[src/rtl/interval_counter.sv]
// Coarse interval counter: measures clk cycles from a start rise to the next stop rise
// and queues {timeout_flag, count} results in a small first-word-fall-through FIFO.
module interval_counter #(
    parameter int unsigned    CW        = 16,
    parameter logic [CW-1:0]  MAX_COUNT = 16'hFFFF,
    parameter int unsigned    DEPTH     = 4
) (
    input  logic          clk,
    input  logic          reset,
    input  logic          en,
    input  logic          start_in,
    input  logic          stop_in,
    output logic [CW:0]   out_data,
    output logic          out_valid,
    input  logic          out_ready,
    output logic          overflow,
    input  logic          ovf_clr,
    output logic          busy
);

    localparam int unsigned AW = $clog2(DEPTH);

    typedef enum logic {IDLE = 1'b0, COUNT = 1'b1} state_t;

    state_t        state, state_nxt;
    logic [CW-1:0] cnt, cnt_nxt;
    logic          push;
    logic [CW:0]   push_data;

    logic start_q, start_q_d, stop_q, stop_q_d;
    logic start_rise, stop_rise;

    logic [AW:0]   wr_ptr, rd_ptr;
    logic [CW:0]   mem [DEPTH];
    logic          empty, full, pop, do_push, drop;

    // Pulses arrive on negedge clk; one register stage, then one more for edge detect.
    always_ff @(posedge clk or negedge reset) begin
        if (!reset) begin
            start_q   <= 1'b0;
            start_q_d <= 1'b0;
            stop_q    <= 1'b0;
            stop_q_d  <= 1'b0;
        end else begin
            start_q   <= start_in;
            start_q_d <= start_q;
            stop_q    <= stop_in;
            stop_q_d  <= stop_q;
        end
    end

    assign start_rise = start_q & ~start_q_d;
    assign stop_rise  = stop_q & ~stop_q_d;

    always_ff @(posedge clk or negedge reset) begin
        if (!reset) begin
            state <= IDLE;
            cnt   <= '0;
        end else begin
            state <= state_nxt;
            cnt   <= cnt_nxt;
        end
    end

    always_comb begin
        state_nxt = state;
        cnt_nxt   = cnt;
        push      = 1'b0;
        push_data = '0;
        if (!en) begin
            state_nxt = IDLE;
        end else begin
            case (state)
                IDLE: begin
                    if (start_rise && stop_rise) begin
                        push = 1'b1;
                    end else if (start_rise) begin
                        state_nxt = COUNT;
                        cnt_nxt   = CW'(1);
                    end
                end
                COUNT: begin
                    // A start rise while counting is deliberately ignored (no restart).
                    if (stop_rise) begin
                        push      = 1'b1;
                        push_data = {1'b0, cnt};
                        state_nxt = IDLE;
                    end else if (cnt == MAX_COUNT) begin
                        push      = 1'b1;
                        push_data = {1'b1, MAX_COUNT};
                        state_nxt = IDLE;
                    end else begin
                        cnt_nxt = cnt + 1'b1;
                    end
                end
                default: state_nxt = IDLE;
            endcase
        end
    end

    assign busy = (state == COUNT);

    // Handshake: out_valid means the head entry on out_data is stable; it is consumed on
    // any posedge where out_valid & out_ready, and out_valid never drops without a pop.
    assign empty     = (wr_ptr == rd_ptr);
    assign full      = (wr_ptr[AW] != rd_ptr[AW]) && (wr_ptr[AW-1:0] == rd_ptr[AW-1:0]);
    assign out_valid = ~empty;
    assign pop       = out_valid & out_ready;
    assign do_push   = push & (~full | pop);
    assign drop      = push & full & ~pop;
    assign out_data  = mem[rd_ptr[AW-1:0]];

    always_ff @(posedge clk or negedge reset) begin
        if (!reset) begin
            wr_ptr   <= '0;
            rd_ptr   <= '0;
            overflow <= 1'b0;
            for (int i = 0; i < DEPTH; i++) mem[i] <= '0;
        end else begin
            if (do_push) begin
                mem[wr_ptr[AW-1:0]] <= push_data;
                wr_ptr              <= wr_ptr + 1'b1;
            end
            if (pop) rd_ptr <= rd_ptr + 1'b1;
            // A drop in the same cycle as a clear wins, so no loss goes unreported.
            if (drop)         overflow <= 1'b1;
            else if (ovf_clr) overflow <= 1'b0;
        end
    end

endmodule

[config.mk]
export PLATFORM = sky130hd
export DESIGN_NAME = interval_counter
export DESIGN_NICKNAME = d
export VERILOG_FILES = /design/src/rtl/interval_counter.sv
export SDC_FILE = /design/constraint.sdc
export NUM_CORES = 1
export LEC_CHECK = 0
export ABC_AREA = 1
export CAP_MARGIN = 20
export CORE_MARGIN = 5
export CORE_UTILIZATION = 50
export CTS_CLUSTER_DIAMETER = 150
export CTS_CLUSTER_SIZE = 20
export DETAILED_ROUTE_END_ITERATION = 8
export PLACE_DENSITY = 0.68
export SYNTH_ARGS = -nofsm -noshare
export SYNTH_HDL_FRONTEND = slang
export SYNTH_SLANG_ARGS = --single-unit
[constraint.sdc]
create_clock -name clk -period 2.6 [get_ports clk]
set_clock_uncertainty 0.15 [all_clocks]
set_input_delay 0.52 -clock clk [delete_from_list [all_inputs] [get_ports clk]]
set_output_delay 0.52 -clock clk [all_outputs]
set_load 0.1 [all_outputs]
==> qor.yml, run 1 <==
status: "finished clean"
synth.top_cells.by_area: "dfrtp_1, nand2_1, nor2_1"
gr-usage-met1: 0.329
timing.critical_path.fanout_max: 11
numCtsBuffers: 9
crit_buf_inv: 2
min_path_type: "flop to flop"
synthesis.yosys.warnings: 0
port_buffers: 26
antenna-diode-count: 0
die_area_sq_um: 11700
gr-usage-met3: 0.0400
layout.filler_cells: 813
io_pins: 27
multi_input_comb_area_sq_um: 2290
initialDrtViolationCount: 302
design.core.area_sq_um: 9330
synth_sequential_area_ratio: 0.497
die_w_microns: 108
grt_antenna_before_repair: 0
grt_start_max_net_pins: 37
drt-wirelength-per-cell_microns: 15.6
synth.lib_cells_used.distinct: 32
h-tree-depth: 3
yosys_register_bits: 96
maxClockFrequency_mhz: 405
p_comb_frac: 0.577
crit_path_setup_slack_layout_ns: 0.128
cellInternalPower_mw: 3.23
global_route.usage.total: 0.229
mappedNetlistNets: 641
final_antenna_net_count: 0
wire_length_of_the_first_global_routing_pass_microns: 21000
gp_congestion: 0.921
totalWireLength_microns: 12300
number_of_endpoints_failing_setup_at_the_final_stage: 0
finish.net_count: 672
clock_latency_ns: 0.36
cts_tree: "yes"
initial_core_util: 0.518
kind_of_start_point_of_the_critical_path: "flop"
hold_slack_ns: 0.231
static_leak_nw: 2.97
detailedPlacementHpwl_microns: 8130
max-clock-path-buffers: 2
cts_num_sinks: 96
path_delay_family: "flip-flops"
yosys.area.top_type_share: 0.497
seq_area_sq_um: 2400
clk_pin_slew_ns: 0.10
crit_arrival_ns: 1.80
critical_path.max_stage_delay_ns: 0.51
synthToLayoutAreaGrowth_pct: 20.1
powerDensity_nw_per_um2: 1080
power.net_switching_mw: 3.07
power.ir.vdd_worst_mv: 0.731
drt_pass1_iterations: 4
kind_of_critical_path: "flop to output port"
timing_worst_slew_pin_value_ns: 0.620
die_boundary_height_microns: 108
final-hold-violation-count: 0
synthesis.instances: 628
yosysTopAreaCell: "dfrtp_1"
slew_viol_final: 0
gr-usage-met2: 0.357
timing.critical_path.cells: "buf_4 -> xor2_1 -> nor2_1 -> nand2_1 -> buf_12"
slew-limit-headroom: 0.584
setup_slack_placement_ns: 0.0796
drv.max_cap_violation_count: 0
post_route_cells_drive_above_1_share: 0.127
post_drt_via_cell_ratio: 5.38
critical_path.endpoint_type: "output port"
vias: 4265
period_minus_slack_ns: 2.47
final.setup.tns_ns: 0
postSynthAreaPerCell_sq_um: 7.70
core.rowCount: 35
grt_remaining_overflow: 0
cts_root_buf: "clkbuf_8"
grt_pass1_vias: 4109
netSwitchingFraction: 0.487
drcViolationCount: 0
data_required_time_at_the_worst_endpoint_ns: 1.93
global_route.peak_usage_layer: "met2"
grt_setup_unrepaired: "false"
period_utilization_post_route: 0.951
post_synth_instance_area_sq_um: 4840
clock_power_share: 0.157
cpMaxStageDelayCell: "dfrtp_2"
power.sequential.fraction: 0.265
[synth_stat cells (all sizes together)]
library cell and instances:
nand3 17, a21oi 7, o21ai 50, clkinv 1, nand2 255, nor2 86
xnor2 2, nand4 17, ha 6, and2 1, dfrtp 96, o31ai 1
nor3 5, xor2 5, o21bai 2, inv 33, clkbuf 17, buf 8
o22ai 18, nand3b 1
[timing repair]
action                                  CTS  global route
hold endpoints to repair                 33             0
hold buffers                              1             0
gates resized for setup                   0             2
buffers inserted                          0             1
endpoints found under the setup margin    0            22
[per-layer routing]
metal	share of wire	wire length (microns)
met1	0.46	5640
met5	0	0
met4	0.012	144
met3	0.063	776
met2	0.47	5780
[area by class of cell]
type / count / share of cell area
flip-flops and latches: 96 / 0.414
multi-input cells: 473 / 0.395
repair buffers: 45 / 0.108
well taps: 129 / 0.0278
clock buffers: 10 / 0.0220
inverters: 34 / 0.0220
clock inverters: 6 / 0.0116
[power groups by stage]
stage / combinational [mW] / sequential [mW] / clock (mW)
2_1_floorplan: 2.42 / 1.66 / 0
3_3_place_gp: 3.63 / 1.69 / 0
3_5_place_dp: 3.65 / 1.70 / 0
4_1_cts: 3.65 / 1.67 / 1.02
5_1_grt: 3.81 / 1.68 / 1.08
6_report: 3.63 / 1.67 / 0.989
[placed cells by master (no fill, tap or decap), types with 6 or more instances in the layout]
cell type / instances
nand3_1: 16
nor2_1: 80
o22ai_2: 17
buf_4: 17
buf_12: 22
inv_1: 32
nand4_1: 16
ha_1: 6
o21ai_0: 48
nand2_1: 253
dfrtp_1: 95
a21oi_1: 7
clkbuf_8: 9
[logic make-up after synthesis]
kind of cell / Yosys count / synth area share
adder cells (fa/ha/maj): 6 / 0.0155
AO/OA/AOI/OAI: 78 / 0.0893
AND/OR/NAND/NOR: 382 / 0.333
buffers and inverters: 59 / 0.0530
XOR/XNOR: 7 / 0.0127
flip-flops: 96 / 0.497
[through the flow]
stage / area [sq um] / std cells / power [mW] / utilization
global route: 5810 / 793 / 6.58 / 0.623
finish: 5810 / 793 / 6.30 / 0.623
floorplan: 4940 / 628 / 4.08 / -
CTS: 5780 / 792 / 6.33 / 0.619
global placement: 5570 / 774 / 5.32 / 0.597
detailed placement: 5570 / 775 / 5.34 / 0.597
[final timing paths]
kind / startpoint / end / slack (ns) / depth (start not counted)
max in group asynchronous: reset / cnt[13] / 1.16 / 3
min in group asynchronous: reset / rd_ptr[0] / 0.51 / 2
worst min register to register: start_q / start_q_d / 0.23 / 0
worst max register to register: cnt[0] / mem[67] / 0.21 / 9
worst max-delay path: rd_ptr[1] / out_valid / 0.13 / 5
worst min-delay path: start_q / start_q_d / 0.23 / 0
[registers in the layout, summed over array words and instances (netlist names)]
signal     cells
stop_q_d       1
stop_q         1
start_q        1
rd_ptr         3
busy           1
start_q_d      1
wr_ptr         3
mem           68
cnt           16
overflow       1
Note: power is estimated with default switching activity, not from simulation.
==> run 2: changes to the inputs <==
GPL_ROUTABILITY_DRIVEN = 0   (was not set)
==> run 2 against run 1 <==
  * Cell area decreased by 0.67%
  * Register-to-register slack got worse by 0.04 ns
  * Sequential power hardly changed
  * First-iteration DRC count decreased by 12%
  * Utilization fell by 0.42 points
  * Global-route usage shrank 0.11 points
  * Highest routed layer unchanged
  * Critical path depth stayed put
  * Critical endpoint is now out_data[5]
  * Sequential share of layout area is 0.26 points higher
  * Routed wire length up 1.0%
==> qor.yml, run 2 (synthesis gave the netlist of run 1 again) <==
period_utilization_post_route: 0.947  # -0.00356
largest_register_ffs: 68  # unchanged
critical_path.endpoint_type: "output port"
number_of_endpoints_failing_setup_at_the_final_stage: 0  # unchanged
post_layout_nonfiller_instances: 793  # unchanged
data_required_time_at_the_worst_endpoint_ns: 1.93  # about the same
status: "finished clean"
wire_length_of_the_first_global_routing_pass_microns: 20700  # -1.5%
slew-limit-headroom: 0.605  # +0.0205
worstRegToRegCells: 9  # unchanged
timing.critical_path.fanout_max: 35  # +24
powerDensity_nw_per_um2: 1080  # -0.82%
critical_path.reg2reg.endpoint: "mem[40]"
clock_latency_ns: 0.36  # about the same
totalWireLength_microns: 12500  # +1.0%
finish.net_count: 673  # +0.15%
slew_viol_final: 0  # unchanged
initialDrtViolationCount: 267  # -12%
post_route_cells_drive_above_1_share: 0.127  # unchanged
cts_num_sinks: 96  # unchanged
static_leak_nw: 2.96  # -0.33%
grt_pass1_vias: 4083  # -0.63%
die_w_microns: 108  # unchanged
drcViolationCount: 0  # unchanged
clk_pin_slew_ns: 0.09  # about the same
power.ir.vdd_worst_mv: 0.921  # +26%
utilization: 0.619  # -0.00416
grt_remaining_overflow: 0  # unchanged
worst_hold_path.endpoint: "stop_q_d"
grt_start_max_net_pins: 45  # +22%
cts_root_buf: "clkbuf_8"
final_cell_mix: "nand2_1, dfrtp_1, nor2_1"
final_antenna_net_count: 0  # unchanged
total_power_mw: 6.20  # -1.5%
holdCritStartpoint: "stop_q"
crit_path_setup_slack_layout_ns: 0.137  # +0.00925 ns
holdPathStages: 0  # unchanged
maxClockFrequency_mhz: 406  # +0.38%
most_common_cell_after_layout_fill_and_taps_aside: "nand2_1"
die_boundary_height_microns: 108  # unchanged
reg2reg_setup_slack_ns: 0.17  # -0.04 ns
min_path_type: "flop to flop"
vias: 4274  # +0.21%
h-tree-depth: 3  # unchanged
cts_tree: "yes"
die_area_sq_um: 11700  # unchanged
kind_of_start_point_of_the_critical_path: "flop"
crit_arrival_ns: 1.79  # about the same
drt-wirelength-per-cell_microns: 15.7  # +1.0%
port_buffers: 26  # unchanged
count_of_placed_standard_cells_including_taps: 776  # +0.13%
io_pins: 27  # unchanged
antenna-diode-count: 0  # unchanged
timing_worst_slew_pin_value_ns: 0.589  # -0.0305 ns
initial_core_util: 0.518  # unchanged
setup_slack_placement_ns: 0.0809  # +0.00133 ns
global_route.usage.total: 0.228  # -0.00112
register_with_the_highest_flop_count: "mem"
synthToLayoutAreaGrowth_pct: 19.3
design.core.area_sq_um: 9330  # unchanged
crit-reg2reg-launch: "cnt[0]"
detailedPlacementHpwl_microns: 8280  # +1.8%
numCtsBuffers: 9  # unchanged
drt_pass1_iterations: 4  # unchanged
post_drt_via_cell_ratio: 5.39  # +0.21%
core.rowCount: 35  # unchanged
max-clock-path-buffers: 2  # unchanged
grt_antenna_before_repair: 0  # unchanged
drv.max_cap_violation_count: 0  # unchanged
top_regs: "mem x68, cnt x16"
period_minus_slack_ns: 2.46  # -0.00925 ns
kind_of_critical_path: "flop to output port"
final-hold-violation-count: 0  # unchanged
==> run 2: critical path: stages, from the launching register on <==
cell     delay (ns)
dfrtp_1        0.40
inv_1          0.06
buf_4          0.34
o21ai_0        0.17
o22ai_2        0.21
buf_12         0.21
==> run 2: stage by stage <==
step / instance area (sq um) / TNS [ns] / hold WS [ns]
after floorplan: 4940 / 0 / 0.0744
after detailed placement: 5560 / 0 / 0.218
final: 5770 / 0 / 0.236
after CTS: 5740 / 0 / 0.240
after global routing: 5770 / -0.00848 / 0.255
after global placement: 5550 / -0.370 / 0.210
==> run 2: metal layers <==
metal | GRT usage | wire (microns) | vias to the layer above | part of all wire
li1 | - | - | 2067 | -
met1 | 0.307 | 5590 | 2063 | 0.45
met2 | 0.382 | 6070 | 129 | 0.49
met3 | 0.0334 | 633 | 15 | 0.051
met4 | 0.0667 | 176 | 0 | 0.014
met5 | 0 | 0 | - | 0
==> run 2: where the power goes <==
group / internal (mW) / total [mW] / switching [mW]
sequential: 1.57 / 1.64 / 0.0729
combinational: 1.20 / 3.67 / 2.47
clock: 0.367 / 0.889 / 0.522
==> run 2: how the worst max path moves through the flow <==
| stage | depth (start not counted) | start | slack, ns | to |
|---|---|---|---|---|
| floorplan | 5 | rd_ptr[0] | 0.03 | out_data[10] |
| global placement | 9 | cnt[1] | -0.06 | mem[20] |
| detailed placement | 6 | out_ready | 0.08 | mem[9] |
| CTS | 8 | cnt[0] | 0.12 | mem[15] |
| global route | 9 | cnt[0] | -0.008 | mem[40] |
| finish | 5 | rd_ptr[0] | 0.14 | out_data[5] |
==> run 2: final cells by class <==
class / instances / area (sq um)
fill: 868 / 3560
sequential: 96 / 2400
multi-input combinational: 473 / 2290
timing repair buffer: 46 / 614
tap: 129 / 161
clock buffer: 10 / 138
inverter: 34 / 128
clock inverter: 5 / 33.8
==> run 2: timing repair <==
item / in CTS / in global routing
endpoints found under the setup margin: 0 / 12
hold buffers: 1 / 0
buffers inserted: 0 / 1
hold endpoints to repair: 31 / 0
gates resized for setup: 0 / 1
==> run 3: changes to the inputs <==
CTS_CLUSTER_DIAMETER = not set   (was 150)
==> results of run 3 <==
Same layout as run 2: the final DEF is identical, and so are final timing and power.
